===== src/rtl/mem_responder.sv =====
// mem_responder: serves single-word read/write request messages from a byte
// channel against a 32-bit synchronous RAM, one request at a time.
// Request byte 0 = {mask[3:0], rsvd[1:0], op[1:0]}, bytes 1-4 = byte address,
// bytes 5-8 = write data; all multi-byte fields little-endian.
// MESSAGE_BIT must be at least 72 so that a full write request fits.
module mem_responder #(
  parameter int MESSAGE_BIT = 72,
  parameter int ADDR_BIT    = 17
) (
  input  logic                   clk,
  input  logic                   rst,
  input  logic                   COMM_readable,
  input  logic [MESSAGE_BIT-1:0] COMM_read_data,
  input  logic [4:0]             COMM_read_length,
  output logic                   COMM_read_flag,
  input  logic                   COMM_writable,
  output logic                   COMM_write_flag,
  output logic [MESSAGE_BIT-1:0] COMM_write_data,
  output logic [4:0]             COMM_write_length,
  output logic [ADDR_BIT-1:0]    ram_addr,
  output logic [3:0]             ram_we,
  output logic [31:0]            ram_wdata,
  input  logic [31:0]            ram_rdata
);

  // state | meaning
  // IDLE  | wait for a request; pop and capture it in the same cycle
  // LATCH | decode the captured request
  // READ  | present word address to the RAM
  // RWAIT | RAM data valid; load it into the response register
  // WRITE | single-cycle byte-masked RAM write
  // ERROR | load the error response
  // RESP  | hold the response; push it on the first writable cycle
  localparam logic [2:0] S_IDLE  = 3'd0;
  localparam logic [2:0] S_LATCH = 3'd1;
  localparam logic [2:0] S_READ  = 3'd2;
  localparam logic [2:0] S_RWAIT = 3'd3;
  localparam logic [2:0] S_WRITE = 3'd4;
  localparam logic [2:0] S_ERROR = 3'd5;
  localparam logic [2:0] S_RESP  = 3'd6;

  logic [2:0]             state_q, state_d;
  logic [1:0]             op_q;
  logic [3:0]             mask_q;
  logic [31:0]            addr_q;
  logic [31:0]            wdata_q;
  logic [4:0]             len_q;
  logic [MESSAGE_BIT-1:0] resp_data_q, resp_data_d;
  logic [4:0]             resp_len_q, resp_len_d;
  logic                   take_req;
  logic                   addr_ok;
  logic                   is_read;
  logic                   is_write;
  logic                   unused_rsvd;

  // The pop is combinational so capture happens on the same edge; gating with
  // rst keeps the pop quiet while reset is held.
  assign take_req        = (state_q == S_IDLE) && COMM_readable && !rst;
  assign COMM_read_flag  = take_req;
  assign COMM_write_flag = (state_q == S_RESP) && COMM_writable;

  assign COMM_write_data   = resp_data_q;
  assign COMM_write_length = resp_len_q;

  // Byte 0 bits [3:2] carry no meaning.
  assign unused_rsvd = ^COMM_read_data[3:2];

  // Address must be word aligned and lie inside the attached RAM.
  assign addr_ok  = (addr_q[1:0] == 2'b00) && ((addr_q >> (ADDR_BIT + 2)) == 32'd0);
  assign is_read  = (op_q == 2'b01) && (len_q == 5'd5) && addr_ok;
  assign is_write = (op_q == 2'b10) && (len_q == 5'd9) && addr_ok;

  // Capture the head message on the pop cycle.
  always_ff @(posedge clk or posedge rst) begin
    if (rst) begin
      op_q    <= '0;
      mask_q  <= '0;
      addr_q  <= '0;
      wdata_q <= '0;
      len_q   <= '0;
    end else if (take_req) begin
      op_q    <= COMM_read_data[1:0];
      mask_q  <= COMM_read_data[7:4];
      addr_q  <= COMM_read_data[39:8];
      wdata_q <= COMM_read_data[71:40];
      len_q   <= COMM_read_length;
    end
  end

  // Sequencing: one request in flight from pop to push.
  always_comb begin
    state_d = state_q;
    case (state_q)
      S_IDLE:  if (take_req) state_d = S_LATCH;
      S_LATCH: begin
        if (is_read)       state_d = S_READ;
        else if (is_write) state_d = S_WRITE;
        else               state_d = S_ERROR;
      end
      S_READ:  state_d = S_RWAIT;
      S_RWAIT: state_d = S_RESP;
      S_WRITE: state_d = S_RESP;
      S_ERROR: state_d = S_RESP;
      S_RESP:  if (COMM_writable) state_d = S_IDLE;
      default: state_d = S_IDLE;
    endcase
  end

  // Response register loads once per request and is held through RESP.
  always_comb begin
    resp_data_d = resp_data_q;
    resp_len_d  = resp_len_q;
    case (state_q)
      S_RWAIT: begin
        resp_data_d        = '0;
        resp_data_d[31:0]  = ram_rdata;
        resp_len_d         = 5'd4;
      end
      S_WRITE: begin
        resp_data_d = '0;
        resp_len_d  = 5'd1;
      end
      S_ERROR: begin
        resp_data_d       = '0;
        resp_data_d[7:0]  = 8'hFF;
        resp_len_d        = 5'd1;
      end
      default: ;
    endcase
  end

  // State and response registers.
  always_ff @(posedge clk or posedge rst) begin
    if (rst) begin
      state_q     <= S_IDLE;
      resp_data_q <= '0;
      resp_len_q  <= '0;
    end else begin
      state_q     <= state_d;
      resp_data_q <= resp_data_d;
      resp_len_q  <= resp_len_d;
    end
  end

  // RAM port is decoded from state so reset silences it immediately.
  always_comb begin
    ram_addr  = '0;
    ram_we    = '0;
    ram_wdata = '0;
    case (state_q)
      S_READ:  ram_addr = addr_q[ADDR_BIT+1:2];
      S_WRITE: begin
        ram_addr  = addr_q[ADDR_BIT+1:2];
        ram_we    = mask_q;
        ram_wdata = wdata_q;
      end
      default: ;
    endcase
  end

endmodule


===== config.mk =====
export PLATFORM = sky130hd
export DESIGN_NAME = mem_responder
export DESIGN_NICKNAME = d
export VERILOG_FILES = /design/src/rtl/mem_responder.sv
export SDC_FILE = /design/constraint.sdc
export NUM_CORES = 1
export LEC_CHECK = 0
export ABC_AREA = 0
export ABC_CLOCK_PERIOD_IN_PS = 3900
export BUFFER_PORTS_ARGS = -buffer_cell sky130_fd_sc_hd__buf_2
export CAP_MARGIN = 20
export CELL_PAD_IN_SITES_DETAIL_PLACEMENT = 1
export CELL_PAD_IN_SITES_GLOBAL_PLACEMENT = 2
export CORE_MARGIN = 2
export CORE_UTILIZATION = 25
export DETAILED_ROUTE_END_ITERATION = 6
export PLACE_DENSITY_LB_ADDON = 0.05
export SETUP_SLACK_MARGIN = 0.1
export SYNTH_ARGS = -nofsm -noshare
export SYNTH_HDL_FRONTEND = slang
export SYNTH_SLANG_ARGS = --single-unit

===== constraint.sdc =====
create_clock -name clk -period 3.9 [get_ports clk]
set_input_delay 0.78 -clock clk [delete_from_list [all_inputs] [get_ports clk]]
set_output_delay 0.78 -clock clk [all_outputs]
set_load 0.05 [all_outputs]

### Yosys cells after proc, flatten, opt, wreduce, memory -nomap -nowiden

Cells that the tools add are included.

* output and inout bits: 132
* logic and storage cells: 48
* bits of input ports: 113
* register bits: 155

* mux-type cells: 10
* reductions and logical operators: 18
* equality and inequality tests: 12

Operators with widths (count)
* case mux 72 bit (3 select lines): 1
* zero test 32 bit: 1
* two-way mux 32 bit: 1
* two-way mux 17 bit: 1
* case mux 3 bit (5 select lines): 1
* case mux 5 bit (2 select lines): 1
* equality test 3 bit, second input constant: 3
* two-way mux 3 bit: 3
* logical AND 1 bit: 8
* equality test 3 x 2 -> 1 bit, second input constant: 2
* equality test 5 x 3 -> 1 bit, second input constant: 1
* equality test 5 x 4 -> 1 bit, second input constant: 1
* two-way mux 4 bit: 1
* != test 2 bit, second input constant: 2
* OR reduction 2 bit: 2
* equality test 3 x 1 -> 1 bit, second input constant: 1
* zero test 3 bit: 1
* nonzero test 3 bit: 1
* OR reduction 3 bit: 1
* equality test 2 x 1 -> 1 bit, second input constant: 1
* equality test 2 bit, second input constant: 1
* zero test 2 bit: 1
* AND reduction 2 bit: 1
* nonzero test 2 bit: 1
* 2 further kinds: 2

### Logic depth before layout (Yosys ltp)

Gate-level depths: netlist of the first run.

* word-level depth: 6
* gate-level depth with buffers: 7
* mapped depth without buffers: 4

### Worst setup path after synthesis of the first run

No wires, ideal clock.

* kind: input port to flip-flop
* start point: input port rst
* end point: register state_q[0]
* buffers on the path: 0
* library setup time: 0.090 ns
* stages on the path: 3
* data arrival time: 3.600 ns
* path slack: 0.210 ns
* data required time: 3.810 ns
* cell sequence: inv_1 > a211oi_1 > nor3_1

* cells in the longest elaborated chain, start to end: 4

RTL lines
* start: declaration: line 11 `input logic rst,`
* zero test 1 bit (no source line)
* logical AND 1 bit: line 58 `assign take_req = (state_q == S_IDLE) && COMM_readable && !rst;`
* != test 2 bit (no source line)
* AND reduction 2 bit (no source line)
* end signal: assignment: line 139 `state_q <= state_d;`
* end: declaration: line 42 `logic [2:0] state_q, state_d;`

No other way between the ends.
A chain may end at the register's enable or synchronous reset.

### Worst setup path in the final report of the first run

* start point: register state_q[1]
* end point: output port ram_wdata[17]

* cells in the longest elaborated chain, start to end: 2

RTL lines
* equality test 3 bit: line 150 `case (state_q)`
* two-way mux 32 bit: line 150
* end: declaration: line 22 `output logic [31:0] ram_wdata,`

No other way between the ends.

==> results.cfg, run 1 <==
[run_status]
status = finished clean

[drt]
drt-initial-drc-count = 83
vias = 3865
detail_route.vias_per_cell = 4.19
routed_wl_mm = 14.1
antenna_left = 0
first_pass_iters = 4
drc = 0
post_drt_wl_per_cell_um = 15.3

[setup_path]
required_ns = 3.12
r2r-start = state_q[1]$_DFFE_PP0P_
reg2reg_slack_ns = 1.26
crit_path_cell_trace = inv_2, nand2_1, nor2_2, buf_4, and2_1, buf_2
crit_slowest_cell = dfrtp_1
arrival_ns = 2.50
cp-start-kind = register
path_depth = 6
crit_type = reg -> out
crit_end = ram_wdata[17]
path_max_fanout = 36
r2r-end = addr_q[1]$_DFFE_PP0P_
cp-end-kind = output pin
crit_family = buffers and inverters
reg2regPathDepth = 5
startpoint = state_q[1]$_DFFE_PP0P_
slowest_delay_ns = 0.57
crit_buf_inv = 3

[floorplanning]
dieArea_um2 = 21700
core_um2 = 20200
die_h_um = 147
io_pins = 245
initial_utilization_pct = 25.4
die_w_um = 147
rows = 52

[clock_tree]
cts_setup_buffers = 0
ctsHtreeMaxLevel = 3
tritoncts = built
clockBufferDepth = 2
cts_hold_buf = 0
cts_resized = 0
cts_buffers = 9
cts_root_buffer = clkbuf_16
clkLatencyLatePin_ns = 0.35
path_clk_slew_ns = 0.08
cts_sinks = 112

[power]
powerDensity_nw_per_um2 = 915
leakagePower_nw = 3.42
switching_power_w = 0.00294
power_frac_comb_pct = 50.2
clockPowerShare_pct = 15.4
p_int_w = 0.00305
pwr-share-seq_pct = 34.4
ir_drop_uv = 329
switching_share_pct = 49.1
power.total_w = 0.00599

[grt]
overflow = 0
grt_pass1_vias = 4105
grt_usage_pct = 13.2
grt_pass1_wl_mm = 22.5
antenna_found_initial = 3
grt_max_degree = 113

[logic_synthesis]
synth.area.mux_share_pct = 16.4
synth-adder-area-share_pct = 0
synthFlopType = dfrtp_1
netlist_top_cells_area = dfrtp_1 55%, mux2_1 8.5%, mux2_2 7.9%
netlist_top_cells_count = 112 x dfrtp_1, 55 x nand2_1, 53 x and2_1
yosysMostFrequentCell = dfrtp_1
synth_top_family_by_area = multiplexers
syn_area_per_cell_um2 = 11.4
ys_ff_latch = 112
synth.top_cell.area_share_pct = 54.5
synth_compound_area_share_pct = 3.75
synthesis.area_um2 = 5140
async_flop_share_pct = 100
synth_warnings = 0
syn_inst = 453
synth_top_area_cell = dfrtp_1
synth_xor_area_share_pct = 0
yosysSeqAreaShare_pct = 54.5
synth.distinct_cells = 28
synth-edff-count = 0
synthSimpleGateAreaFrac_pct = 16.1

[sta]
period_minus_slack_ns = 3.28
max_freq_mhz = 305
slew_violations = 0
skew_ns = 0.0103
setup_tns_ns = 0
worst_pin_slew_ns = 0.993
rsz0062_at_grt = false
post-route-period-util_pct = 84.1
relSlewSlack_pct = 33.8
hold_viol = 0
finalSetupViolCount = 0

[place]
placedCellCount = 903
finalWeightedCongestion = 0.694
hpwl_mm = 9.81
io_buffers = 199

[layout]
drive_gt1_share_pct = 40.5
area_delta_synth_final_pct = 27.4
nFillCells = 2369
nets = 758
instances_no_fill = 923

[min_path]
min_path_type = reg -> reg
hold-path-cell-count = 2

[job]
cap_violations = 0
[worst min-delay path: cells and delay by family (launching register included)]
kind	cells	cell delay, ns
flops	1	0.34
simple gates	2	0.10
[power groups by stage]
stage	clock, W	combinational, W	sequential, W
3_3_place_gp	0	0.00302	0.00205
5_1_grt	0.00101	0.00324	0.00215
2_1_floorplan	0	0.00185	0.00254
6_report	0.000922	0.00301	0.00206
4_1_cts	0.000973	0.00306	0.00207
3_5_place_dp	0	0.00306	0.00209
[area by class of cell]
class	count	area [um^2]	area share [%]
sequential	112	2800	42.8
inverter	5	21.3	0.325
antenna	3	7.51	0.115
timing repair buffer	206	1070	16.3
multi-input combinational	311	2030	31.0
clock buffer	13	260	3.97
clock inverter	3	25.0	0.382
tap	270	338	5.16
[flip-flops by register name, indices dropped and copies added, names as in the netlist]
signal             flops
mask_q                 4
state_q                3
addr_q                32
len_q                  5
wdata_q               32
COMM_write_data       32
COMM_write_length      2
op_q                   2
[cell families (layout without fill, tap and decap cells)]
family / count (synthesis) / in the layout
AO/OA/AOI/OAI: 31 / 31
buffers and inverters: 72 / 227
flip-flops: 112 / 112
multiplexers: 75 / 75
other: 1 / 46
AND/OR/NAND/NOR: 162 / 162
[routing by layer]
metal,up-vias,share of wire (%),GRT usage [%]
met4,0,1.1,4.62
met5,-,0,0
met2,131,49,22.1
met3,9,7.6,4.17
met1,1894,43,16.2
li1,1831,-,-
[worst min path at each step]
stage	start	end	slack [ns]
3_5_place_dp	COMM_write_length[2]$_DFFE_PP0P_	COMM_write_length[2]$_DFFE_PP0P_	0.46
4_1_cts	COMM_write_length[2]$_DFFE_PP0P_	COMM_write_length[2]$_DFFE_PP0P_	0.48
3_3_place_gp	COMM_write_length[2]$_DFFE_PP0P_	COMM_write_length[2]$_DFFE_PP0P_	0.46
5_1_grt	wdata_q[26]$_DFFE_PP0P_	wdata_q[26]$_DFFE_PP0P_	0.50
6_report	COMM_write_length[2]$_DFFE_PP0P_	COMM_write_length[2]$_DFFE_PP0P_	0.47
2_1_floorplan	mask_q[0]$_DFFE_PP0P_	mask_q[0]$_DFFE_PP0P_	0.45
[layout by cell type (no fill, tap or decap), types with 3 or more instances in the layout]
master / netlist / layout
conb_1: 1 / 43
buf_2: 6 / 199
a211oi_1: 9 / 9
nor2_1: 13 / 11
dfrtp_1: 112 / 112
buf_4: 44 / 5
o22ai_1: 9 / 9
nor4_1: 3 / 3
a21oi_1: 10 / 10
clkbuf_16: 0 / 9
and2_1: 53 / 53
nand2_1: 55 / 55
diode_2: 0 / 3
mux2_2: 36 / 36
nand3_1: 28 / 28
mux2_1: 39 / 39
nor3_1: 3 / 3
[per-stage QoR]
step	area (um^2)	setup WS (ns)	util (%)	hold slack, ns
6_report	6550	0.622	32.4	0.475
5_1_grt	6550	0.398	32.4	0.496
4_1_cts	6530	0.501	32.3	0.479
3_5_place_dp	6240	0.894	30.9	0.459
3_3_place_gp	6240	0.891	30.9	0.460
2_1_floorplan	5300	0.142	-	0.449
No activity file was read; power rests on OpenSTA's default activity.
==> inputs of run 2 (changes only) <==
ABC_CLOCK_PERIOD_IN_PS = 2900   (was 3900)
clock period = 2.9 ns   (was 3.9 ns; I/O delays follow)
==> results.cfg, run 2 (synthesis gave the netlist of run 1 again) <==
[power]
clockPowerShare_pct = 14.8
switching_power_w = 0.00392
leakagePower_nw = 3.43
switching_share_pct = 48.9
powerDensity_nw_per_um2 = 1220
ir_drop_uv = 383
p_int_w = 0.00410
power_frac_comb_pct = 51.1
pwr-share-seq_pct = 34.1

[setup_path]
crit_type = reg -> out
path_max_fanout = 17
arrival_ns = 1.98
required_ns = 2.32
cp-start-kind = register
cp-end-kind = output pin

[drt]
drt-initial-drc-count = 80
detail_route.vias_per_cell = 4.18
post_drt_wl_per_cell_um = 15.1
first_pass_iters = 4
drc = 0
vias = 3879
met1_length_mm = 5.93
wl_met3_um = 944
routed_wl_mm = 14.0
top_layer = met5
antenna_left = 0
wl_met2_mm = 6.89

[clock_tree]
tritoncts = built
cts_sinks = 112
cts_hold_buf = 0
cts_resized = 0
ctsHtreeMaxLevel = 3
cts_setup_buffers = 0
cts_buffers = 9
clockBufferDepth = 2
cts_root_buffer = clkbuf_16
clkLatencyLatePin_ns = 0.34
path_clk_slew_ns = 0.07

[layout]
nets = 763
final_cell_area_um2 = 6570
final_cell_mix = 199 x buf_2, 112 x dfrtp_1, 55 x nand2_1
fin_util_pct = 32.5
layout_commonest_cell = buf_2
drive_gt1_share_pct = 40.8
area_delta_synth_final_pct = 27.7

[sta]
max_freq_mhz = 391
slew_violations = 0
skew_ns = 0.00696
setup_tns_ns = 0
relSlewSlack_pct = 51.1
hold_viol = 0
finalSetupViolCount = 0
post-route-period-util_pct = 88.2
period_minus_slack_ns = 2.56
rsz0062_at_grt = false
worst_pin_slew_ns = 0.734

[grt]
grt_usage_pct = 13.1
antenna_found_initial = 2
grt_pass1_vias = 4150
overflow = 0
grt_max_degree = 58
grt_pass1_wl_mm = 22.2

[min_path]
min_path_type = in -> async

[run_status]
status = finished clean

[floorplanning]
initial_utilization_pct = 25.4
rows = 52
die_h_um = 147
core_um2 = 20200
dieArea_um2 = 21700
io_pins = 245
die_w_um = 147

[job]
cap_violations = 0

[place]
placed_area_um2 = 6290
finalWeightedCongestion = 0.702
io_buffers = 199
hpwl_mm = 10.3
run 2: power by group through the flow:
stage | clock network [W] | logic (W) | registers, W
global route | 0.00131 | 0.00441 | 0.00286
finish | 0.00119 | 0.00410 | 0.00274
floorplan | 0 | 0.00249 | 0.00342
detailed placement | 0 | 0.00417 | 0.00278
global placement | 0 | 0.00411 | 0.00273
CTS | 0.00125 | 0.00418 | 0.00275
run 2: path summary, 6_finish.rpt:
check | start | end | slack, ns | cells past startpoint
worst max-delay path | state_q[1]$_DFFE_PP0P_ | ram_addr[15] | 0.34 | 7
worst min-delay path | rst | wdata_q[15]$_DFFE_PP0P_ | 0.19 | 2
worst max register to register | state_q[2]$_DFFE_PP0P_ | addr_q[24]$_DFFE_PP0P_ | 0.63 | 5
worst min register to register | mask_q[2]$_DFFE_PP0P_ | mask_q[2]$_DFFE_PP0P_ | 0.48 | 1
max in group asynchronous | rst | addr_q[4]$_DFFE_PP0P_ | 1.83 | 3
min in group clk | ram_rdata[13] | COMM_write_data[13]$_DFFE_PP0N_ | 0.42 | 3
run 2: final cells by class:
class	count	area, um^2
Fill cell	2363	13700
Sequential cell	112	2800
Multi-Input combinational cell	311	2030
Timing Repair Buffer	211	1100
Tap cell	270	338
Clock buffer	12	246
Clock inverter	4	28.8
Inverter	5	22.5
Antenna cell	2	5.00
run 2: critical path, stage by stage (launching register included):
cell     delay [ns]
dfrtp_1        0.39
inv_2          0.13
nand2_1        0.11
buf_4          0.21
a21oi_1        0.15
buf_4          0.23
and2_1         0.15
buf_2          0.26
run 2: layer usage:
metal	up-vias	global-route usage (%)
li1	1828	-
met1	1914	15.9
met2	123	22.3
met3	12	3.98
met4	2	3.89
met5	-	0
run 2: per-stage QoR:
step | cells | hold slack [ns] | power [W] | setup slack (ns)
finish | 927 | 0.191 | 0.00802 | 0.341
detailed placement | 909 | 0.467 | 0.00695 | 0.575
floorplan | 495 | 0.449 | 0.00591 | 0.0932
global route | 925 | 0.180 | 0.00858 | 0.167
CTS | 925 | 0.175 | 0.00818 | 0.284
global placement | 909 | 0.459 | 0.00685 | 0.622
==> inputs of run 3 (changes only) <==
CTS_BUF_LIST = sky130_fd_sc_hd__clkbuf_4 sky130_fd_sc_hd__clkbuf_8 sky130_fd_sc_hd__clkbuf_16   (was not set)
==> results.cfg, run 3 (synthesis gave the netlist of run 1 again) <==
[drt]
detail_route.vias_per_cell = 4.20
drt-initial-drc-count = 81
first_pass_iters = 4
routed_wl_mm = 14.0
post_drt_wl_per_cell_um = 15.1
antenna_left = 0
vias = 3896
drc = 0

[grt]
met2_usage_pct = 22.4
antenna_found_initial = 2
grt_usage_pct = 13.1
grt_pass1_vias = 4160
grt_max_degree = 58
grt_pass1_wl_mm = 22.2
grt.busiest_layer = met2
grt_use_met1_pct = 16.0
overflow = 0
gr-usage-met3_pct = 3.89

[sta]
finalSetupViolCount = 0
setup_tns_ns = 0
skew_ns = 0.00525
rsz0062_at_grt = false
relSlewSlack_pct = 51.6
post-route-period-util_pct = 88.1
slew_violations = 0
period_minus_slack_ns = 2.56
setup_slack_ns = 0.345
hold_viol = 0
worst_pin_slew_ns = 0.726
max_freq_mhz = 391

[layout]
nFillCells = 2361
final_cell_mix = 199 x buf_2, 112 x dfrtp_1, 55 x nand2_1
nets = 763
fin_util_pct = 32.5
area_delta_synth_final_pct = 27.9
drive_gt1_share_pct = 41.1
layout_commonest_cell = buf_2

[setup_path]
cp-start-kind = register
startpoint = state_q[1]$_DFFE_PP0P_
cp-end-kind = output pin
crit_end = ram_addr[15]
arrival_ns = 1.98
required_ns = 2.32
r2r-start = state_q[2]$_DFFE_PP0P_
r2r-end = addr_q[24]$_DFFE_PP0P_
crit_type = reg -> out
reg2regPathDepth = 5
path_max_fanout = 17
reg2reg_slack_ns = 0.63

[place]
io_buffers = 199
finalWeightedCongestion = 0.702
hpwl_mm = 10.3
pre_cts_ws_ns = 0.575

[floorplanning]
rows = 52
dieArea_um2 = 21700
io_pins = 245
die_h_um = 147
core_um2 = 20200
initial_utilization_pct = 25.4
die_w_um = 147

[job]
cap_violations = 0

[power]
ir_drop_uv = 383
leakagePower_nw = 3.43
power.total_w = 0.00803
powerDensity_nw_per_um2 = 1220

[clock_tree]
ctsHtreeMaxLevel = 3
cts_sinks = 112
cts_hold_buf = 0
cts_buffers = 9
cts_setup_buffers = 0
cts_root_buffer = clkbuf_16
clockBufferDepth = 2
path_clk_slew_ns = 0.07
clkLatencyLatePin_ns = 0.35
cts_resized = 0
tritoncts = built

[min_path]
min_path_type = in -> async

[run_status]
status = finished clean
run 3: changes by cell type in the layout (fill, tap and decap cells not counted):
cell,before,now
clkbuf_4,0,2
clkbuf_1,2,0
run 3: worst min-delay path by stage:
stage,endpoint,slack [ns],cells past startpoint
after global routing,wdata_q[15]$_DFFE_PP0P_,0.18,2
after CTS,wdata_q[15]$_DFFE_PP0P_,0.18,2
after floorplan,mask_q[0]$_DFFE_PP0P_,0.45,1
after global placement,COMM_write_length[2]$_DFFE_PP0P_,0.46,2
after detailed placement,wdata_q[23]$_DFFE_PP0P_,0.47,1
final,wdata_q[15]$_DFFE_PP0P_,0.19,2
run 3: worst max-delay path: stages, from the launching register on:
cell	delay, ns
dfrtp_1	0.39
inv_2	0.13
nand2_1	0.11
buf_4	0.21
a21oi_1	0.15
buf_4	0.23
and2_1	0.15
buf_2	0.26
run 3: power breakdown:
group / leakage [nW] / switching (W) / internal (W) / total (W)
combinational: 1.90 / 0.00293 / 0.00117 / 0.00410
sequential: 1.40 / 0.000415 / 0.00232 / 0.00274
clock: 0.136 / 0.000570 / 0.000629 / 0.00120
total: 3.43 / 0.00392 / 0.00412 / 0.00803
run 3: layout make-up:
type                            count  area (um^2)  share of cell area [%]
Sequential cell                   112         2800                    42.6
Timing Repair Buffer              211         1100                    16.7
Multi-Input combinational cell    311         2030                    30.8
Tap cell                          270          338                    5.14
Clock inverter                      4         28.8                   0.438
Inverter                            5         22.5                   0.342
Antenna cell                        2         5.00                  0.0761
Clock buffer                       12          254                    3.86
run 3: stage by stage:
| step | cells | hold WS [ns] | instance area [um^2] |
|---|---|---|---|
| final | 927 | 0.191 | 6580 |
| after global routing | 925 | 0.183 | 6570 |
| after CTS | 925 | 0.177 | 6570 |
| after detailed placement | 909 | 0.467 | 6290 |
| after global placement | 909 | 0.459 | 6290 |
| after floorplan | 495 | 0.449 | 5300 |
run 3: metal layers:
layer | routed length [um] | vias up
met5 | 13 | -
met4 | 163 | 2
met1 | 5890 | 1923
met2 | 6930 | 128
met3 | 967 | 13
li1 | - | 1830
